--- src/rtl/keymem_arbiter_if.sv ---
// rtl/keymem_arbiter_if.sv - path-side and keymem-side key request bus of keymem_arbiter
interface keymem_arbiter_if #(
  parameter int NUM_PATHS    = 4,
  parameter int KEY_ID_WIDTH = 32,
  parameter int KEY_WIDTH    = 256
) ();
  logic [NUM_PATHS-1:0]              path_key_req;
  logic [NUM_PATHS*KEY_ID_WIDTH-1:0] path_key_id;
  logic [NUM_PATHS-1:0]              path_key_ack;
  logic                              path_key_valid;
  logic [KEY_WIDTH-1:0]              path_key;
  logic                              km_key_req;
  logic [KEY_ID_WIDTH-1:0]           km_key_id;
  logic                              km_key_ack;
  logic [KEY_WIDTH-1:0]              km_key;

  // master: the paths plus keymem surrounding the arbiter; slave: the arbiter itself
  modport master (
    output path_key_req, path_key_id, km_key_ack, km_key,
    input  path_key_ack, path_key_valid, path_key, km_key_req, km_key_id
  );

  modport slave (
    input  path_key_req, path_key_id, km_key_ack, km_key,
    output path_key_ack, path_key_valid, path_key, km_key_req, km_key_id
  );
endinterface

--- src/rtl/keymem_arbiter.sv ---
// rtl/keymem_arbiter.sv - round-robin arbiter sharing one keymem key port among NUM_PATHS paths
module keymem_arbiter #(
  parameter int NUM_PATHS      = 4,
  parameter int IDX_WIDTH      = 2,
  parameter int KEY_ID_WIDTH   = 32,
  parameter int KEY_WIDTH      = 256,
  parameter int TIMEOUT_CYCLES = 64,
  parameter int CNT_WIDTH      = 16
) (
  input  logic                 key_clk,
  input  logic                 key_aresetn,
  keymem_arbiter_if.slave      bus,
  output logic [IDX_WIDTH-1:0] grant_idx,
  output logic                 busy,
  output logic [CNT_WIDTH-1:0] drop_cnt,
  output logic [CNT_WIDTH-1:0] timeout_cnt
);

  localparam int TMR_W = (TIMEOUT_CYCLES > 1) ? $clog2(TIMEOUT_CYCLES) : 1;
  localparam logic [TMR_W-1:0] TMR_LAST = TMR_W'(TIMEOUT_CYCLES - 1);

  localparam logic [1:0] S_IDLE = 2'd0;
  localparam logic [1:0] S_REQ  = 2'd1;
  localparam logic [1:0] S_WAIT = 2'd2;
  localparam logic [1:0] S_RESP = 2'd3;

  logic [1:0]              r_state;
  logic [NUM_PATHS-1:0]    r_pending;
  logic [KEY_ID_WIDTH-1:0] r_id [NUM_PATHS];
  logic [IDX_WIDTH-1:0]    r_rr;
  logic [IDX_WIDTH-1:0]    r_grant;
  logic [TMR_W-1:0]        r_timer;
  logic                    r_busy;
  logic                    r_km_req;
  logic [KEY_ID_WIDTH-1:0] r_km_id;
  logic [NUM_PATHS-1:0]    r_ack;
  logic                    r_valid;
  logic [KEY_WIDTH-1:0]    r_key;
  logic [CNT_WIDTH-1:0]    r_drop_cnt;
  logic [CNT_WIDTH-1:0]    r_timeout_cnt;

  logic [NUM_PATHS-1:0]    w_grant_mask;
  logic [NUM_PATHS-1:0]    w_clr;
  logic [NUM_PATHS-1:0]    w_accept;
  logic [NUM_PATHS-1:0]    w_drop;
  logic [IDX_WIDTH-1:0]    w_rr_nx;
  logic [IDX_WIDTH-1:0]    w_sel;
  logic [IDX_WIDTH-1:0]    w_hi_sel;
  logic [IDX_WIDTH-1:0]    w_lo_sel;
  logic                    w_hi_found;

  assign w_grant_mask = NUM_PATHS'(1) << r_grant;
  // A path's pending bit clears in its RESP cycle; a new request that same cycle still wins.
  assign w_clr    = (r_state == S_RESP) ? w_grant_mask : '0;
  assign w_accept = bus.path_key_req & ~(r_pending & ~w_clr);
  assign w_drop   = bus.path_key_req & r_pending & ~w_clr;
  assign w_rr_nx  = (r_grant == IDX_WIDTH'(NUM_PATHS - 1)) ? '0 : r_grant + 1'b1;

  // Lowest pending index at or above rr_ptr, else lowest pending index overall.
  always_comb begin
    w_hi_found = 1'b0;
    w_hi_sel   = '0;
    w_lo_sel   = '0;
    for (int p = NUM_PATHS - 1; p >= 0; p--) begin
      if (r_pending[p]) begin
        w_lo_sel = IDX_WIDTH'(p);
        if (p >= int'(r_rr)) begin
          w_hi_sel   = IDX_WIDTH'(p);
          w_hi_found = 1'b1;
        end
      end
    end
    w_sel = w_hi_found ? w_hi_sel : w_lo_sel;
  end

  always_ff @(posedge key_clk or negedge key_aresetn) begin
    if (!key_aresetn) begin
      r_state       <= S_IDLE;
      r_pending     <= '0;
      for (int i = 0; i < NUM_PATHS; i++) r_id[i] <= '0;
      r_rr          <= '0;
      r_grant       <= '0;
      r_timer       <= '0;
      r_busy        <= 1'b0;
      r_km_req      <= 1'b0;
      r_km_id       <= '0;
      r_ack         <= '0;
      r_valid       <= 1'b0;
      r_key         <= '0;
      r_drop_cnt    <= '0;
      r_timeout_cnt <= '0;
    end else begin
      r_pending <= (r_pending & ~w_clr) | bus.path_key_req;
      for (int i = 0; i < NUM_PATHS; i++) begin
        if (w_accept[i]) r_id[i] <= bus.path_key_id[i*KEY_ID_WIDTH +: KEY_ID_WIDTH];
      end
      if ((|w_drop) && (r_drop_cnt != '1)) r_drop_cnt <= r_drop_cnt + 1'b1;

      case (r_state)
        S_IDLE: begin
          if (|r_pending) begin
            r_grant  <= w_sel;
            r_km_id  <= r_id[w_sel];
            r_km_req <= 1'b1;
            r_busy   <= 1'b1;
            r_state  <= S_REQ;
          end
        end
        S_REQ: begin
          r_km_req <= 1'b0;
          r_timer  <= '0;
          r_state  <= S_WAIT;
        end
        S_WAIT: begin
          if (bus.km_key_ack) begin
            r_key   <= bus.km_key;
            r_valid <= 1'b1;
            r_ack   <= w_grant_mask;
            r_state <= S_RESP;
          end else if (r_timer == TMR_LAST) begin
            r_key   <= '0;
            r_valid <= 1'b0;
            r_ack   <= w_grant_mask;
            if (r_timeout_cnt != '1) r_timeout_cnt <= r_timeout_cnt + 1'b1;
            r_state <= S_RESP;
          end else begin
            r_timer <= r_timer + 1'b1;
          end
        end
        default: begin
          r_ack   <= '0;
          r_key   <= '0;
          r_valid <= 1'b0;
          r_rr    <= w_rr_nx;
          r_busy  <= 1'b0;
          r_state <= S_IDLE;
        end
      endcase
    end
  end

  assign bus.path_key_ack   = r_ack;
  assign bus.path_key_valid = r_valid;
  assign bus.path_key       = r_key;
  assign bus.km_key_req     = r_km_req;
  assign bus.km_key_id      = r_km_id;
  assign grant_idx          = r_grant;
  assign busy               = r_busy;
  assign drop_cnt           = r_drop_cnt;
  assign timeout_cnt        = r_timeout_cnt;

endmodule

--- src/flat_wrapper.sv ---
// flat-port wrapper written by rule: the top's interface ports become plain ports
module keymem_arbiter_flat 
#(
  parameter int NUM_PATHS      = 4,
  parameter int IDX_WIDTH      = 2,
  parameter int KEY_ID_WIDTH   = 32,
  parameter int KEY_WIDTH      = 256,
  parameter int TIMEOUT_CYCLES = 64,
  parameter int CNT_WIDTH      = 16
)
  (key_clk, key_aresetn, grant_idx, busy, drop_cnt, timeout_cnt, bus_path_key_req, bus_path_key_id, bus_km_key_ack, bus_km_key, bus_path_key_ack, bus_path_key_valid, bus_path_key, bus_km_key_req, bus_km_key_id);
  keymem_arbiter_if #(.NUM_PATHS(NUM_PATHS), .KEY_ID_WIDTH(KEY_ID_WIDTH), .KEY_WIDTH(KEY_WIDTH)) bus_i ();
  input  logic key_clk;
  input  logic key_aresetn;
  output logic [IDX_WIDTH-1:0] grant_idx;
  output logic busy;
  output logic [CNT_WIDTH-1:0] drop_cnt;
  output logic [CNT_WIDTH-1:0] timeout_cnt;
  input wire logic [$bits(bus_i.path_key_req)-1:0] bus_path_key_req;
  input wire logic [$bits(bus_i.path_key_id)-1:0] bus_path_key_id;
  input wire logic [$bits(bus_i.km_key_ack)-1:0] bus_km_key_ack;
  input wire logic [$bits(bus_i.km_key)-1:0] bus_km_key;
  output wire logic [$bits(bus_i.path_key_ack)-1:0] bus_path_key_ack;
  output wire logic [$bits(bus_i.path_key_valid)-1:0] bus_path_key_valid;
  output wire logic [$bits(bus_i.path_key)-1:0] bus_path_key;
  output wire logic [$bits(bus_i.km_key_req)-1:0] bus_km_key_req;
  output wire logic [$bits(bus_i.km_key_id)-1:0] bus_km_key_id;
  assign bus_i.path_key_req = bus_path_key_req;
  assign bus_i.path_key_id = bus_path_key_id;
  assign bus_i.km_key_ack = bus_km_key_ack;
  assign bus_i.km_key = bus_km_key;
  assign bus_path_key_ack = bus_i.path_key_ack;
  assign bus_path_key_valid = bus_i.path_key_valid;
  assign bus_path_key = bus_i.path_key;
  assign bus_km_key_req = bus_i.km_key_req;
  assign bus_km_key_id = bus_i.km_key_id;
  keymem_arbiter #(.NUM_PATHS(NUM_PATHS), .IDX_WIDTH(IDX_WIDTH), .KEY_ID_WIDTH(KEY_ID_WIDTH), .KEY_WIDTH(KEY_WIDTH), .TIMEOUT_CYCLES(TIMEOUT_CYCLES), .CNT_WIDTH(CNT_WIDTH)) u_core (.key_clk(key_clk), .key_aresetn(key_aresetn), .bus(bus_i), .grant_idx(grant_idx), .busy(busy), .drop_cnt(drop_cnt), .timeout_cnt(timeout_cnt));
endmodule
--- config.mk ---
export PLATFORM = sky130hd
export DESIGN_NAME = keymem_arbiter_flat
export DESIGN_NICKNAME = d
export VERILOG_FILES = /design/src/rtl/keymem_arbiter_if.sv /design/src/rtl/keymem_arbiter.sv /design/src/flat_wrapper.sv
export SDC_FILE = /design/constraint.sdc
export NUM_CORES = 1
export LEC_CHECK = 0
export CAP_MARGIN = 20
export CORE_AREA = 2 2 278 280
export CTS_BUF_LIST = sky130_fd_sc_hd__clkbuf_8 sky130_fd_sc_hd__clkbuf_16
export CTS_CLUSTER_DIAMETER = 150
export DETAILED_ROUTE_END_ITERATION = 10
export DIE_AREA = 0 0 280 282
export SLEW_MARGIN = 20
export SYNTH_ARGS = -nofsm -noshare
export SYNTH_HDL_FRONTEND = slang
export SYNTH_SLANG_ARGS = --single-unit
--- constraint.sdc ---
create_clock -name key_clk -period 3.63 [get_ports key_clk]
set_clock_uncertainty 0.15 [all_clocks]
set_input_delay 0.5445 -clock key_clk [delete_from_list [all_inputs] [get_ports key_clk]]
set_output_delay 0.5445 -clock key_clk [all_outputs]
set_load 0.03 [all_outputs]
* Yosys cells after proc, flatten, opt, wreduce, memory -nomap -nowiden
Cells that the tools add are included.
Word-level totals: output and inout port bits 329, input bits 391, logic and storage cells 106, flip-flop bits (word level) 471
Cells by class: mux-type cells 42, bitwise operators 11, reduce and logical (&&, ||, !) cells 16, equal/unequal tests 11, $lt $le $gt $ge 4, add/sub/neg operators 4, shifts and indexed selects 1
Operator list (number):
- two-way mux 256 bit | 2
- one-hot mux 256 bit (2 select lines) | 1
- binary-select mux 32 bit (select 2 bit) | 1
- two-way mux 32 bit | 2
- adder 16 x 1 -> 16 bit (second input constant) | 2
- inequality test 16 bit (second input constant) | 2
- two-way mux 2 bit | 15
- bitwise AND 4 bit | 4
- two-way mux 4 bit | 3
- two-way mux 6 bit | 2
- one-hot mux 6 bit (2 select lines) | 1
- two-way mux 1 bit | 10
- AND reduction 2 bit | 5
- NOT 4 bit | 2
- one-hot mux 4 bit (2 select lines) | 1
- OR reduction 4 bit | 2
- adder 6 x 1 -> 6 bit (second input constant) | 1
- equality test 2 bit (second input constant) | 3
- equality test 6 bit (second input constant) | 1
- one-hot mux 1 bit (2 select lines) | 3
- one-hot mux 2 bit (3 select lines) | 1
- >= comparator 1 x 2 -> 1 bit (first input constant) | 2
- inequality test 2 bit (second input constant) | 2
- OR 4 bit | 1
- 16 further kinds | 20

* Depth between registers and ports, before layout
Gate-level depths: netlist of the first run.
word-level depth 12, mapped depth 11

* Least setup slack after synthesis of the first run
No wires, ideal clock.
path type reg2reg, from register u_core.r_state[0], to register u_core.r_key[100], in the netlist u_core.bus.path_key[100], data arrival time 1.917 ns, data required time 3.359 ns, buffers on the path 4, stages on the path, launching flop included 11, setup slack 1.442 ns, path through dfrtp_1 -> inv_1 -> ha_1 -> buf_2 -> nand2b_1 -> a31oi_4 -> or3_1 -> buf_2 -> buf_6 -> buf_6 -> a22o_1
On the way: cells in the longest elaborated chain, start to end 4, elaborated cells between the ends (all ways) 8, classes of those cells 3 x eq/ne; 1 x mux; 1 x bitwise; 3 x reduce/logical
RTL lines:
- start, declared | line keymem_arbiter.sv:27 | logic [1:0] r_state;
- start signal, assigned | line keymem_arbiter.sv:78 | r_state <= S_IDLE;
- start signal, assigned | line keymem_arbiter.sv:106 | r_state <= S_REQ;
- start signal, assigned | line keymem_arbiter.sv:112 | r_state <= S_WAIT;
- equality test 2 x 1 -> 1 bit or logical NOT 2 bit (tied branches) | line keymem_arbiter.sv:99 | case (r_state)
- OR reduction 2 bit (no source line)
- NOT 1 bit (no source line)
- AND reduction 2 bit (no source line)
- end signal, assigned | line keymem_arbiter.sv:116 | r_key <= bus.km_key;
- end, declared | line keymem_arbiter.sv:38 | logic [KEY_WIDTH-1:0] r_key;
Parallel ways exist; a longest one is shown, timed or not. A chain may end at the register's enable or synchronous reset.

* Worst setup path in the final report of the first run
from register u_core.r_state[0], to register u_core.r_key[146], in the netlist u_core.bus.path_key[146]
The elaborated chain is that of the path after synthesis.

==> summary.md, run 1 <==
| Metric | Value |
|---|---|
| Initial Utilization | 24.4% |
| Placement Rows | 101 |
| CP Class | reg2reg |
| Crit Reg-Reg Endpoint | u_core.bus.path_key[146]$_DFFE_PN0P_ |
| Initial antenna violation count | 24 |
| Share of cells above drive strength 1 | 12.5% |
| Period minus WS final | 2.78 ns |
| Total Routing Usage GR | 17.0% |
| CTS Sinks | 471 |
| Arr. time, crit path | 3.15 ns |
| Reg2Reg Setup Slack | 0.85 ns |
| Main synth FF type | dfrtp_1 |
| Compound-Gate Fraction of Synth Area | 14.7% |
| Antenna Violating Nets Remaining | 0 |
| Largest net degree at the start of global routing | 109 |
| Mapped Cells | 1287 |
| Total global routing overflow | 0 |
| Synthesized net count | 1689 |
| Worst setup EP type | flip-flop |
| Hold Vio Cnt, Final | 0 |
| CTS tree | yes |
| Clk slew on worst S/H paths | 0.07 ns |
| HP Class | reg2reg |
| Vias in the first global route | 14800 |
| Simple-gate area share of the yosys netlist | 3.93% |
| CP Capture Point | u_core.bus.path_key[146]$_DFFE_PN0P_ |
| Wirelength, routed | 69.7 mm |
| #FFs+latches synth | 471 |
| DIE WIDTH | 280 um |
| Routed vias/inst | 4.63 |
| Post-synth EDFFs | 0 |
| Power per cell area | 901 mW/mm^2 |
| Final non-filler cell total | 3031 |
| Synth Area in Adders | 0.745% |
| Reg2reg path depth | 7 |
| Leak pwr | 12.5 nW |
| Warnings, synthesis | 0 |
| Max-cap violations | 0 |
| Startpoint types | flip-flop |
| Largest family of logic cells by synthesized area | compound AO/OA/AOI/OAI gates |
| XOR/XNOR Fraction of Synth Area | 1.52% |
| Max clock buf depth | 3 |
| Unrepaired setup endpoints after global routing | false |
| Sequential element share of the synthesized area | 63.8% |
| Die Area | 0.0790 sq mm |
| DRT iter0 DRCs | 711 |
| CP Launch Point | u_core.r_state[0]$_DFFE_PN0P_ |
| CTS Root Cell | clkbuf_16 |
| IO Pins | 720 |
| Power, Total | 25.7 mW |
| Reg-to-Reg Start | u_core.r_state[0]$_DFFE_PN0P_ |
| Slew HR | 27.9% |
| CP Max Fanout | 108 |
| Routed len/inst | 23.0 um |
| Mux contribution to synthesized area | 11.7% |
| Chip Height | 282 um |
| Slew @ Worst Pin | 1.08 ns |
| Port bufs | 719 |
| Final Cycle Share | 76.6% |
| First-pass GRT wire length | 101 mm |
| Worst Path Required | 3.99 ns |
| Post-DP HPWL | 51.8 mm |
| Highest clock rate | 0.360 GHz |
| GP Congestion | 0.836 |
| Drt first pass iters | 4 |
| H-tree depth | 2 |
| Syn Area/Cell | 14.4 sq um |
| Post-Syn Area | 0.0185 sq mm |
| Vias post-DR | 14000 |
| Final setup violation count | 0 |
| Clk Latency, worst-skew pair | 0.60 ns |
| Final Max Tran Viols | 0 |
| Setup TNS | 0 ns |
| Residual DRC | 0 |
| Area Overhead vs Synth | 54.1% |
| PostCTS Resize Cnt | 0 |
| Num CTS Buffers | 53 |
| Core Area | 0.0757 sq mm |
| Status | finished, final reports clean |
| Placed cell count | 2919 |
| Fraction of registers with async set or reset after synthesis | 100% |
| Nets | 2399 |
| Maximum VDD drop | 0.535 mV |
| Yosys cell types | 43 |
## cells by family (layout without fill, tap and decap cells)
| group | count (synthesis) | after routing |
|---|---|---|
| flops | 471 | 471 |
| buf+inv | 102 | 856 |
| fa+ha+maj | 11 | 11 |
| simple gates | 155 | 155 |
| compound gates | 316 | 316 |
| other cells | 0 | 12 |
| mux | 200 | 200 |
| xor+xnor | 32 | 32 |
## worst max-delay path, stage by stage, from the launching register on
cell and delay, ns:
dfrtp_1 0.42, inv_1 0.10, ha_1 0.40, nand2b_1 0.19
a31oi_4 0.32, or3_4 0.30, buf_12 0.30, a22o_1 0.26
## cell usage after synthesis, drive strengths merged, types with 2 or more instances
cell      n  area, sq um
or2       5         31.3
dfrtp   471        11800
and4      2         17.5
a21boi    4         30.0
o22a      2         17.5
nand2b    9         56.3
buf      53          473
and3      7         45.1
mux2i    67          671
nand3b    2         15.0
nor3      5         25.0
nand2    70          263
a22oi     2         15.0
nand4    10         62.6
xor2      8         70.1
o21ai    11         55.1
clkbuf   43          161
nor2     20         75.1
xnor2    24          210
a22o    256         2240
or3       3         18.8
nor2b     2         12.5
mux2    133         1500
nand3    18         90.1
inv       6         22.5
ha       11          138
o221ai   32          280
## stage by stage
step	utilization (%)	instance area, sq um	hold WS, ns	setup WS (ns)
6_report	37.6	28500	0.328	0.848
5_1_grt	37.6	28500	0.349	0.682
4_1_cts	37.6	28400	0.332	0.936
3_5_place_dp	35.2	26700	0.319	0.885
3_3_place_gp	35.2	26700	0.312	0.920
2_1_floorplan	-	18500	0.0989	1.44
## final cells by class
class | instances | area (sq um)
fill | 7151 | 47200
sequential | 471 | 11800
timing repair buffer | 751 | 7570
multi-input combinational | 714 | 6070
clock buffer | 67 | 1540
tap | 978 | 1220
clock inverter | 32 | 225
antenna | 12 | 30.0
inverter | 6 | 22.5
## per-layer routing
layer / track usage, % / vias to the layer above / part of all wire, %
met5: 0 / - / 0.16
met4: 6.31 / 20 / 3.1
met3: 7.82 / 122 / 11
met2: 28.0 / 546 / 48
met1: 19.4 / 7102 / 38
li1: - / 6234 / -
## cell usage in the layout (no fill, tap or decap), types with 5 or more instances in the layout
cell type,instances
nand3_1,18
buf_12,10
xnor2_1,24
buf_4,21
nand2b_1,5
clkinv_2,10
clkbuf_16,55
mux2_2,126
mux2_1,7
inv_1,22
clkdlybuf4s50_1,718
and3_1,6
ha_1,11
nand4_1,10
a22o_1,256
dfrtp_1,471
nor2_1,20
o221ai_1,32
or2_2,5
xor2_1,8
mux2i_1,67
nand2_1,70
clkbuf_8,12
diode_2,12
o21ai_0,11
## repair_timing
action | in CTS | in global routing
endpoints found under the hold margin | 73 | 0
buffers inserted | 0 | 0
hold buffers | 1 | 0
## registers in the layout, summed over array words and instances, names as in the netlist
register	cells
u_core.bus.km_key_id	32
u_core.r_timer	6
u_core.timeout_cnt	16
u_core.drop_cnt	16
u_core.grant_idx	2
u_core.r_state	2
u_core.bus.path_key_valid	1
u_core.bus.km_key_req	1
u_core.r_pending	4
u_core.busy	1
u_core.bus.path_key	256
u_core.r_id	128
u_core.r_rr	2
u_core.bus.path_key_ack	4
## worst min-delay path by stage
stage | from | to | slack (ns) | cells after the start
2_1_floorplan | key_aresetn | u_core.bus.km_key_id[0]$_DFFE_PN0P_ | 0.1 | 0
4_1_cts | u_core.bus.path_key_valid$_DFFE_PN0P_ | u_core.bus.path_key_valid$_DFFE_PN0P_ | 0.33 | 1
3_5_place_dp | u_core.bus.path_key_valid$_DFFE_PN0P_ | u_core.bus.path_key_valid$_DFFE_PN0P_ | 0.32 | 1
5_1_grt | u_core.bus.path_key_valid$_DFFE_PN0P_ | u_core.bus.path_key_valid$_DFFE_PN0P_ | 0.35 | 1
6_report | u_core.bus.path_key_valid$_DFFE_PN0P_ | u_core.bus.path_key_valid$_DFFE_PN0P_ | 0.33 | 1
3_3_place_gp | u_core.bus.path_key_valid$_DFFE_PN0P_ | u_core.bus.path_key_valid$_DFFE_PN0P_ | 0.31 | 1
## report_power, final
part	internal [mW]	switching (mW)
Clock	3.19	2.21
Combinational	5.00	6.70
Sequential	7.31	1.24
Power figures use the tool's default switching activity.
==> run 2: changes to the inputs <==
--- a/config.mk
+++ b/config.mk
@@ -6,11 +6,11 @@
 export NUM_CORES = 1
 export LEC_CHECK = 0
 export CAP_MARGIN = 20
-export CORE_AREA = 2 2 278 280
+export CORE_AREA = 2 2 279 281
 export CTS_BUF_LIST = sky130_fd_sc_hd__clkbuf_8 sky130_fd_sc_hd__clkbuf_16
 export CTS_CLUSTER_DIAMETER = 150
 export DETAILED_ROUTE_END_ITERATION = 10
-export DIE_AREA = 0 0 280 282
+export DIE_AREA = 0 0 281 283
 export SLEW_MARGIN = 20
 export SYNTH_ARGS = -nofsm -noshare
 export SYNTH_HDL_FRONTEND = slang
==> constraint.sdc (replaced) <==
create_clock -name key_clk -period 2.6 [get_ports key_clk]
set_clock_uncertainty 0.15 [all_clocks]
set_input_delay 0.39 -clock key_clk [delete_from_list [all_inputs] [get_ports key_clk]]
set_output_delay 0.39 -clock key_clk [all_outputs]
set_load 0.03 [all_outputs]
==> summary.md, run 2 (synthesis results as in run 1) <==
| Metric | Value |
|---|---|
| First-pass GRT wire length | 102 mm (+1.3%) |
| Final Cycle Share | 94.7% |
| Port bufs | 719 (unchanged) |
| Sequential Area | 0.0118 sq mm (unchanged) |
| Max clock buf depth | 3 (unchanged) |
| Slew @ Worst Pin | 0.682 ns (-0.400 ns) |
| Final core occ | 37.7% (+0.11 points) |
| Arr. time, crit path | 1.92 ns (-1.23 ns) |
| Most frequent cells in the layout | 718 x clkdlybuf4s50_1, 471 x dfrtp_1, 256 x a22o_1, 126 x mux2_2, 70 x nand2_1 |
| Clk Latency, worst-skew pair | 0.60 ns (about the same) |
| Reg2Reg Setup Slack | 0.29 ns (-0.56 ns) |
| Post-DP HPWL | 52.3 mm (+0.97%) |
| Leak pwr | 12.7 nW (+1.5%) |
| Reg-to-Reg Start | u_core.r_state[0]$_DFFE_PN0P_ |
| Nets | 2420 (+0.88%) |
| Crit path buf inv count | 1 (-1) |
| GP Congestion | 0.832 (-0.54%) |
| Max reg flops | 256 (unchanged) |
| Slowest cell delay on critical path | 0.75 ns (+0.33 ns) |
| DRT iter0 DRCs | 692 (-2.7%) |
| Highest clock rate | 0.406 GHz |
| CP Launch Point | u_core.bus.path_key[91]$_DFFE_PN0P_ |
| Initial antenna violation count | 15 (-38%) |
| Worst Path Required | 2.06 ns (-1.93 ns) |
| Routed len/inst | 22.7 um (-1.4%) |
| Core Area | 0.0767 sq mm (+1.3%) |
| CP delay by family, top | buffers and inverters |
| Post-CTS Setup Inserts | 0 (unchanged) |
| Final non-filler cell total | 3107 (+2.5%) |
| FILL cells | 7245 (+1.3%) |
| Power per cell area | 1270 mW/mm^2 (+41%) |
| Hold wc startpoint | bus_path_key_id[116] |
| Placed cell count | 3001 (+2.8%) |
| Multi-input gate area | 0.00607 sq mm (unchanged) |
| Reg2reg path depth | 7 (unchanged) |
| Vias post-DR | 14100 (+0.89%) |
| Unrepaired setup endpoints after global routing | false |
| Total Routing Usage GR | 17.1% (+0.098 points) |
| Placed inst area | 0.0270 sq mm (+1.2%) |
| IO Pins | 720 (unchanged) |
| Crit-path cells | clkdlybuf4s50_1 |
| Dpl ws | 0.141 ns (-0.744 ns) |
| Slowest library cell on the worst path | clkdlybuf4s50_1 |
| Routed vias/inst | 4.55 (-1.6%) |
| Chip Height | 283 um (+0.35%) |
| Residual DRC | 0 (unchanged) |
| Clk slew on worst S/H paths | 0.06 ns (about the same) |
| Wirelength, routed | 70.5 mm (+1.1%) |
| Slew HR | 54.6% (+27 points) |
| Vias in the first global route | 14900 (+0.24%) |
| Final setup violation count | 0 (unchanged) |
| Max-cap violations | 0 (unchanged) |
| CP Class | reg2out |
| Post-route cell area | 0.0289 sq mm (+1.6%) |
| CP Max Fanout | 3 (-97%) |
| Die Area | 0.0795 sq mm (+0.71%) |
| PostCTS Resize Cnt | 0 (unchanged) |
| Final Max Tran Viols | 0 (unchanged) |
| Commonest non-fill, non-tap cell in the layout | clkdlybuf4s50_1 |
| Area Overhead vs Synth | 56.6% |
| CTS Root Cell | clkbuf_16 |
| Drt first pass iters | 4 (unchanged) |
| Power, Total | 36.8 mW (+44%) |
| Crit Reg-Reg Endpoint | u_core.bus.path_key[178]$_DFFE_PN0P_ |
| Hold Path End | u_core.r_id[20]$_DFFE_PN0P_ |
| Final worst slack | 0.138 ns (-0.711 ns) |
| Num CTS Buffers | 54 (+1.9%) |
| Hold-critical path depth | 2 (+1) |
| Startpoint types | flip-flop |
| DIE WIDTH | 281 um (+0.36%) |
| Hold slack | 0.237 ns (-0.0910 ns) |
| Placement Rows | 102 (+0.99%) |
| Share of cells above drive strength 1 | 13.7% (+1.2 points) |
| Setup TNS | 0 ns (unchanged) |
| Hold Vio Cnt, Final | 0 (unchanged) |
| Largest net degree at the start of global routing | 79 (-28%) |
| Period minus WS final | 2.46 ns |
| CTS Sinks | 471 (unchanged) |
| CTS tree | yes |
| Maximum VDD drop | 0.668 mV (+25%) |
| H-tree depth | 2 (unchanged) |
| Initial Utilization | 24.1% (-0.32 points) |
| HP Class | in2reg |
| Worst setup EP type | primary output |
| Total global routing overflow | 0 (unchanged) |
| Antenna Violating Nets Remaining | 0 (unchanged) |
| Status | finished, final reports clean |
==> run 2: layout make-up <==
class / count / area share (%)
Antenna cell: 5 / 0.0432
Clock buffer: 65 / 5.31
Clock inverter: 35 / 1.33
Inverter: 6 / 0.0778
Multi-Input combinational cell: 714 / 21.0
Sequential cell: 471 / 40.7
Tap cell: 1040 / 4.50
Timing Repair Buffer: 771 / 27.0
==> run 2: how the worst max path moves through the flow <==
stage	endpoint	slack [ns]	cells past startpoint
detailed placement	u_core.bus.path_key[54]$_DFFE_PN0P_	0.14	6
CTS	bus_path_key[90]	0.09	1
global placement	u_core.timeout_cnt[4]$_DFFE_PN0P_	0.15	6
finish	bus_path_key[91]	0.14	1
global route	bus_path_key[85]	0.06	1
floorplan	u_core.bus.path_key[100]$_DFFE_PN0P_	0.41	10
==> run 2: routing by layer <==
layer  GRT usage, %  wire (um)
met5              0        140
met4           5.83       2380
met3           7.72       7620
met2           28.1      33100
met1           19.7      27200
==> run 2: repair_timing <==
item,4_1_cts,5_1_grt
endpoints found under the hold margin,56,0
setup endpoints to repair,0,0
hold buffers,1,0
==> run 2: power by group <==
| part | internal (mW) | leakage (nW) | switching [mW] |
|---|---|---|---|
| Sequential | 10.2 | 6.17 | 1.79 |
| Clock | 4.98 | 0.984 | 3.23 |
| Combinational | 7.26 | 5.53 | 9.35 |
| Total | 22.5 | 12.7 | 14.4 |
==> run 3: changes to the inputs <==
--- a/config.mk
+++ b/config.mk
@@ -11,7 +11,7 @@
 export CTS_CLUSTER_DIAMETER = 150
 export DETAILED_ROUTE_END_ITERATION = 10
 export DIE_AREA = 0 0 281 283
-export SLEW_MARGIN = 20
+export SLEW_MARGIN = 10
 export SYNTH_ARGS = -nofsm -noshare
 export SYNTH_HDL_FRONTEND = slang
 export SYNTH_SLANG_ARGS = --single-unit
==> results of run 3 <==
No change in the layout: final DEF, timing and power equal those of run 2.
